### src/rtl/cic_decim_ctrl.sv
// CIC decimator sequencer: gates integrators per sample, pulses the comb chain
// once per R samples, hides warm-up outputs and hands results out via valid/ready.
//
// state  | meaning
// IDLE   | decimator stopped, phase held at 0, no enables
// WARMUP | comb history not yet valid, comb pulses are counted but not presented
// RUN    | each comb pulse yields a decimated output one cycle later
module cic_decim_ctrl #(
  parameter int N_STAGES = 3,
  parameter int RATIO_W  = 8
) (
  input  logic               clk,
  input  logic               reset,
  input  logic               enable_i,
  input  logic [RATIO_W-1:0] ratio_i,
  input  logic               ratio_load_i,
  input  logic               in_valid_i,
  output logic               int_en_o,
  output logic               comb_en_o,
  output logic               out_valid_o,
  input  logic               out_ready_i,
  output logic               overrun_o,
  output logic [RATIO_W-1:0] phase_o,
  output logic               busy_o
);

  localparam int WU_W = (N_STAGES < 2) ? 1 : $clog2(N_STAGES + 1);

  typedef enum logic [1:0] {
    IDLE   = 2'd0,
    WARMUP = 2'd1,
    RUN    = 2'd2
  } state_t;

  state_t             state, state_nxt;
  logic [RATIO_W-1:0] phase, phase_nxt;
  logic [RATIO_W-1:0] r_active, r_active_nxt;
  logic [RATIO_W-1:0] r_shadow, r_shadow_nxt;
  logic [RATIO_W-1:0] ratio_sat;
  logic [WU_W-1:0]    wu_left, wu_left_nxt;
  logic               pending, pending_nxt;
  logic               out_valid, out_valid_nxt;
  logic               overrun, overrun_nxt;
  logic               int_en, comb_en, period_end;

  // A requested ratio of zero is treated as one.
  assign ratio_sat  = (ratio_i == '0) ? RATIO_W'(1) : ratio_i;
  assign period_end = (phase == (r_active - RATIO_W'(1)));
  assign int_en     = in_valid_i & (state != IDLE);
  assign comb_en    = int_en & period_end;

  always_ff @(posedge clk) begin
    if (reset) begin
      state     <= IDLE;
      phase     <= '0;
      r_active  <= RATIO_W'(1);
      r_shadow  <= RATIO_W'(1);
      wu_left   <= '0;
      pending   <= 1'b0;
      out_valid <= 1'b0;
      overrun   <= 1'b0;
    end else begin
      state     <= state_nxt;
      phase     <= phase_nxt;
      r_active  <= r_active_nxt;
      r_shadow  <= r_shadow_nxt;
      wu_left   <= wu_left_nxt;
      pending   <= pending_nxt;
      out_valid <= out_valid_nxt;
      overrun   <= overrun_nxt;
    end
  end

  always_comb begin
    state_nxt     = state;
    phase_nxt     = phase;
    r_active_nxt  = r_active;
    r_shadow_nxt  = r_shadow;
    wu_left_nxt   = wu_left;
    pending_nxt   = pending;
    out_valid_nxt = out_valid;
    overrun_nxt   = overrun;

    if (ratio_load_i) begin
      r_shadow_nxt = ratio_sat;
    end

    case (state)
      IDLE: begin
        // Start-up ratio comes straight from ratio_i, not from the shadow.
        if (enable_i) begin
          state_nxt     = WARMUP;
          r_active_nxt  = ratio_sat;
          phase_nxt     = '0;
          wu_left_nxt   = WU_W'(N_STAGES);
          pending_nxt   = 1'b0;
          out_valid_nxt = 1'b0;
          overrun_nxt   = 1'b0;
        end
      end

      default: begin
        if (int_en) begin
          phase_nxt = period_end ? '0 : phase + RATIO_W'(1);
        end

        // A new result takes priority over a same-cycle accept.
        if (comb_en && (state == RUN)) begin
          out_valid_nxt = 1'b1;
          if (out_valid && !out_ready_i) begin
            overrun_nxt = 1'b1;
          end
        end else if (out_valid && out_ready_i) begin
          out_valid_nxt = 1'b0;
        end

        if (comb_en && (state == WARMUP)) begin
          wu_left_nxt = wu_left - WU_W'(1);
          if (wu_left == WU_W'(1)) begin
            state_nxt = RUN;
          end
        end

        // A differing ratio invalidates the comb history, so warm up again.
        if (comb_en && pending) begin
          r_active_nxt = r_shadow;
          pending_nxt  = 1'b0;
          if (r_shadow != r_active) begin
            state_nxt   = WARMUP;
            wu_left_nxt = WU_W'(N_STAGES);
          end
        end

        if (ratio_load_i) begin
          pending_nxt = 1'b1;
        end

        if (!enable_i) begin
          state_nxt     = IDLE;
          phase_nxt     = '0;
          pending_nxt   = 1'b0;
          out_valid_nxt = 1'b0;
          overrun_nxt   = 1'b0;
        end
      end
    endcase
  end

  assign int_en_o    = int_en;
  assign comb_en_o   = comb_en;
  assign out_valid_o = out_valid;
  assign overrun_o   = overrun;
  assign phase_o     = phase;
  assign busy_o      = (state != IDLE);

endmodule

### config.mk
export PLATFORM = sky130hd
export DESIGN_NAME = cic_decim_ctrl
export DESIGN_NICKNAME = d
export VERILOG_FILES = /design/src/rtl/cic_decim_ctrl.sv
export SDC_FILE = /design/constraint.sdc
export NUM_CORES = 1
export LEC_CHECK = 0
export BUFFER_PORTS_ARGS = -buffer_cell sky130_fd_sc_hd__buf_2
export CAP_MARGIN = 40
export CORE_MARGIN = 2
export CORE_UTILIZATION = 45
export DETAILED_ROUTE_END_ITERATION = 6
export GPL_TIMING_DRIVEN = 0
export PLACE_DENSITY = 0.68
export REMOVE_ABC_BUFFERS = 1
export SETUP_SLACK_MARGIN = 0.2
export SKIP_CTS_REPAIR_TIMING = 1
export SYNTH_ARGS = -nofsm -noshare
export SYNTH_HDL_FRONTEND = slang
export SYNTH_SLANG_ARGS = --single-unit
### constraint.sdc
create_clock -name clk -period 2.65 [get_ports clk]
set_input_delay 0.3975 -clock clk [delete_from_list [all_inputs] [get_ports clk]]
set_output_delay 0.3975 -clock clk [all_outputs]
set_load 0.02 [all_outputs]
Yosys cells after proc, flatten, opt, wreduce, memory -nomap -nowiden
Index checks and enable logic that the tools add are counted.
{ "totals": {"inputBits": 14, "regBits": 31, "word_cells": 73, "out_inout_bits": 13} }
{ "op_classes": {"n_bitwise": 2, "n_eq_ne": 11, "addsub": 3, "muxes": 34, "reduce_logical": 15} }
{ "ops": {"columns": ["cell", "n"], "rows": [
  ["$mux 8", 9],
  ["$mux 2", 12],
  ["$mux 1", 13],
  ["$ne 3x1->1 const B", 3],
  ["$add 8x1->8 const B", 1],
  ["$eq 8x8->1", 1],
  ["$logic_not 8->1", 1],
  ["$ne 4x1->1 const B", 2],
  ["$ne 8x8->1", 1],
  ["$reduce_and 2->1", 4],
  ["$sub 8x1->8 const B", 1],
  ["$logic_and 1x1->1", 5],
  ["$eq 2x1->1 const B", 2],
  ["$reduce_bool 2->1", 2],
  ["$reduce_and 3->1", 1],
  ["$and 1x1->1", 2],
  ["$eq 2x2->1 const B", 1],
  ["$logic_not 2->1", 1],
  ["$ne 2x2->1 const B", 1],
  ["$sub 2x1->2 const B", 1],
  ["$logic_not 1->1", 1]
]} }

Longest topological paths before layout
{ "depth": {"word_depth": 9, "mapped_depth": 12, "depth_no_buf": 9} }

Worst setup path after synthesis
OpenSTA, ideal clock, no wires.
{ "synth_path": {"path_type": "register to output", "from": "register r_active[0]", "to": "output port comb_en_o", "arrival_time_ns": 2.171, "required_ns": 2.253, "n_path_buf": 2, "slack_ns": 0.082, "path_stages_with_launch": 10, "path_cell_list": "dfxtp_1 -> clkbuf_1 -> inv_1 -> ha_1 -> clkbuf_2 -> o21ba_1 -> a221oi_1 -> a41oi_1 -> nor4_4 -> and3_1"} }
{ "synth_between": {"elab_chain_len": 3} }
{ "synth_lines": {"columns": ["element", "line", "rtl"], "rows": [
  ["from (decl)", "37", "logic [RATIO_W-1:0] r_active, r_active_nxt;"],
  ["from (signal assigned)", "65", "r_active <= r_active_nxt;"],
  ["$sub 8x1->8", "48", "assign period_end = (phase == (r_active - RATIO_W'(1)));"],
  ["$eq 8x8->1", "48", null],
  ["$and 1x1->1", "50", "assign comb_en = int_en & period_end;"],
  ["to (decl)", "19", "output logic comb_en_o,"]
]} }
No other way between the ends.

Worst setup path in the final report
{ "layout_path": {"from": "register r_active[1]", "to": "output port comb_en_o"} }
The elaborated chain is that of the path after synthesis.

==> metrics.log <==
INFO  metric seq_area = 628 sq um
INFO  metric netlist-cell-type-count = 44
INFO  metric critPathCaptureType = output pin
INFO  metric route.final.wire_length = 4180 um
INFO  metric min_delay_path_depth = 3
INFO  metric timing.critical_path.fanout_max = 8
INFO  metric count_of_flip_flops_with_a_built_in_enable_after_synthesis = 0
INFO  metric rr_endpoint = r_active[6]
INFO  metric min_path_type = input pin to register
INFO  metric synth_common_cells = 31 x sky130_fd_sc_hd__dfxtp_1, 28 x sky130_fd_sc_hd__nor2_1, 16 x sky130_fd_sc_hd__xor2_1
INFO  metric cp_class = register to output pin
INFO  metric grt_start_max_net_pins = 30
INFO  metric post_route_cells_drive_above_1_share = 22.4%
INFO  metric numPortBuffers = 26
INFO  metric power.density_cell_area = 580 nW/um^2
INFO  metric holdPathEnd = r_shadow[4]
INFO  metric worstPathRequired = 2.25 ns
INFO  metric synth.yosys.seq_area_share = 33.0%
INFO  metric synth_top_cell_area_share = 33.0%
INFO  metric grt_usage = 20.0%
INFO  metric ys_ff_latch = 31
INFO  metric pin_count = 27
INFO  metric setup_repair_after_global_routing_missed_its_margin = true
INFO  metric clock-skew-final = 0.00560 ns
INFO  metric max_slew.worst_pin.slew = 0.554 ns
INFO  metric yosysWarnings = 0
INFO  metric via_density_per_instance = 5.58
INFO  metric ant_diodes = 0
INFO  metric power.ir.vdd_worst = 0.297 mV
INFO  metric synthesis.instances = 227
INFO  metric area_delta_synth_final = 18.4%
INFO  metric cp_slowest_stage_delay = 0.38 ns
INFO  metric grt_pass1_vias = 1,446
INFO  metric antenna_violations_before_repair = 0
INFO  metric slew-limit-headroom = 63.0%
INFO  metric synth_area = 1880 sq um
INFO  metric stdcell_area = 2230 sq um
INFO  metric crit_path_top_delay_cell = sky130_fd_sc_hd__dfxtp_4
INFO  metric cts.path.max_buffers = 2
INFO  metric yosys_most_used_dff = sky130_fd_sc_hd__dfxtp_1
INFO  metric achievable-frequency = 0.401 GHz
INFO  metric clock_sink_count = 31
INFO  metric cts-root-buf = sky130_fd_sc_hd__clkbuf_8
INFO  metric clk_transition_reported_paths = 0.07 ns
INFO  metric timing.critical_path.from_type = register
INFO  metric gpl.final_weighted_congestion = 0.796
INFO  metric worst_r2r_path_depth = 9
INFO  metric outcome = complete, no violations
INFO  metric grt_overflow = 0
INFO  metric post-synth-top-area-cell = sky130_fd_sc_hd__dfxtp_1
INFO  metric wl_per_cell = 13.9 um
INFO  metric synth-async-reset-ratio = 0%
INFO  metric tritoncts_clock_tree = done
INFO  metric overall_die_height = 68.6 um
INFO  metric num-nets-final = 266
INFO  metric synth.top_cells.by_area = sky130_fd_sc_hd__dfxtp_1 33%, sky130_fd_sc_hd__mux2i_1 7.5%, sky130_fd_sc_hd__xor2_1 7.5%, sky130_fd_sc_hd__nor2_1 5.6%, sky130_fd_sc_hd__a21oi_1 3.7%
INFO  metric clk-insertion-delay-late = 0.29 ns
INFO  metric period_share = 94.0%
INFO  metric syn-mean-instance-area = 8.28 sq um
INFO  metric layout.filler_cells = 380
INFO  metric drcViolationCount = 0
INFO  metric vias = 1,673
INFO  metric die_width = 68.6 um
INFO  metric crit_arrival = 2.09 ns
INFO  metric drt_pre_antenna_iters = 4
INFO  metric drt_iter0_markers = 37
INFO  metric dp_hpwl = 2860 um
INFO  metric worstHoldStart = ratio_i[4]
INFO  metric timing_max_transition_violations_final = 0
INFO  metric numCtsBuffers = 5
INFO  metric static_leakage = 0.996 nW
INFO  metric most_repeated_cell_in_the_gate_level_netlist_after_synthesis = sky130_fd_sc_hd__dfxtp_1
INFO  metric worst-r2r-setup-slack = 0.37 ns
INFO  metric num_rows = 23
INFO  metric place_area = 2000 sq um
INFO  metric multiInputGateArea = 1210 sq um
INFO  metric cp_cell_sequence = inv_2, ha_4, o21ba_1, a221oi_2, a41oi_2, nor4_4, and3_1, buf_6
INFO  metric finalCriticalPeriod = 2.49 ns
INFO  metric drv_cap = 0
INFO  metric fp.coreArea = 4000 sq um
INFO  metric dieArea = 4710 sq um
INFO  metric initial_core_util = 47.0%
INFO  metric finalSetupTns = 0 ns
INFO  metric worst_r2r_startpoint = r_active[1]
INFO  metric grt_pass1_wl = 6910 um
INFO  metric antenna_violating_nets_post_route = 0
INFO  metric report.final.hold_viol_count = 0
INFO  metric setup_viol = 0
INFO  metric htree_num_levels = 2
==> area by class of cell <==
cell class,count,share of cell area [%]
multi-input combinational,173,54.2
sequential,31,28.2
timing repair buffer,30,7.48
clock buffer,6,3.26
tap,50,2.81
clock inverter,2,2.70
inverter,8,1.35
==> worst max path at each step <==
stage	to	start	slack [ns]
detailed placement	r_active[6]	r_active[0]	-0.27
finish	comb_en_o	r_active[1]	0.16
global placement	r_active[6]	r_active[0]	-0.25
global route	comb_en_o	r_active[1]	0.04
CTS	comb_en_o	r_active[0]	-0.42
floorplan	comb_en_o	r_active[0]	0.22
==> state kept, by name, indices dropped and copies added, names as in the netlist <==
name	cells
r_active	8
state	2
overrun_o	1
pending	1
r_shadow	8
phase_o	8
wu_left	2
out_valid_o	1
==> critical path: cells and delay by family, from the launching register on <==
kind	cells	cell delay [ns]
compound gates	3	0.57
fa+ha+maj	1	0.19
buf+inv	2	0.17
flops	1	0.38
simple gates	2	0.49
==> through the flow <==
| stage | cells | hold WS [ns] | util [%] | power (mW) | setup slack [ns] |
|---|---|---|---|---|---|
| after detailed placement | 288 | 0.478 | 50.1 | 0.716 | -0.274 |
| after CTS | 296 | 0.371 | 53.4 | 1.28 | -0.416 |
| after global placement | 288 | 0.478 | 50.1 | 0.713 | -0.246 |
| after floorplan | 212 | 0.439 | - | 0.656 | 0.220 |
| after global routing | 300 | 0.382 | 55.6 | 1.35 | 0.0360 |
| final | 300 | 0.378 | 55.6 | 1.29 | 0.158 |
==> layout by cell type (no fill, tap or decap), types with 4 or more instances in the layout <==
master                     count
sky130_fd_sc_hd__nor3_1        6
sky130_fd_sc_hd__xor2_1       16
sky130_fd_sc_hd__a211oi_1      6
sky130_fd_sc_hd__and2_1        5
sky130_fd_sc_hd__a221oi_1      7
sky130_fd_sc_hd__and3_1        5
sky130_fd_sc_hd__nor2_1       28
sky130_fd_sc_hd__o21ai_0       6
sky130_fd_sc_hd__nand2_1      13
sky130_fd_sc_hd__buf_4         4
sky130_fd_sc_hd__mux2i_1      14
sky130_fd_sc_hd__nand4_1       5
sky130_fd_sc_hd__nand2b_1      4
sky130_fd_sc_hd__clkbuf_8      5
sky130_fd_sc_hd__a21oi_1      14
sky130_fd_sc_hd__buf_2        25
sky130_fd_sc_hd__dfxtp_1      29
sky130_fd_sc_hd__inv_1         6
==> logic make-up after synthesis <==
family	Yosys count	synth area share (%)
simple gates	87	24.5
compound gates	50	19.0
flops	31	33.0
buf+inv	23	5.26
xor+xnor	19	8.85
mux	14	7.45
fa+ha+maj	3	2.00
==> routing by layer <==
layer / vias to the layer above / part of all wire (%) / wire [um] / GRT usage (%)
met5: - / 0 / 0 / 0
met4: 0 / 1.1 / 47 / 9.50
met3: 4 / 3.3 / 138 / 5.36
met1: 793 / 48 / 2020 / 27.3
li1: 853 / - / - / -
met2: 23 / 47 / 1970 / 29.2
==> power by group <==
group / leakage [nW] / internal (mW) / switching [mW]
sequential: 0.255 / 0.487 / 0.0325
combinational: 0.676 / 0.0949 / 0.116
clock: 0.0654 / 0.376 / 0.183
(Power assumes the default switching activity.)
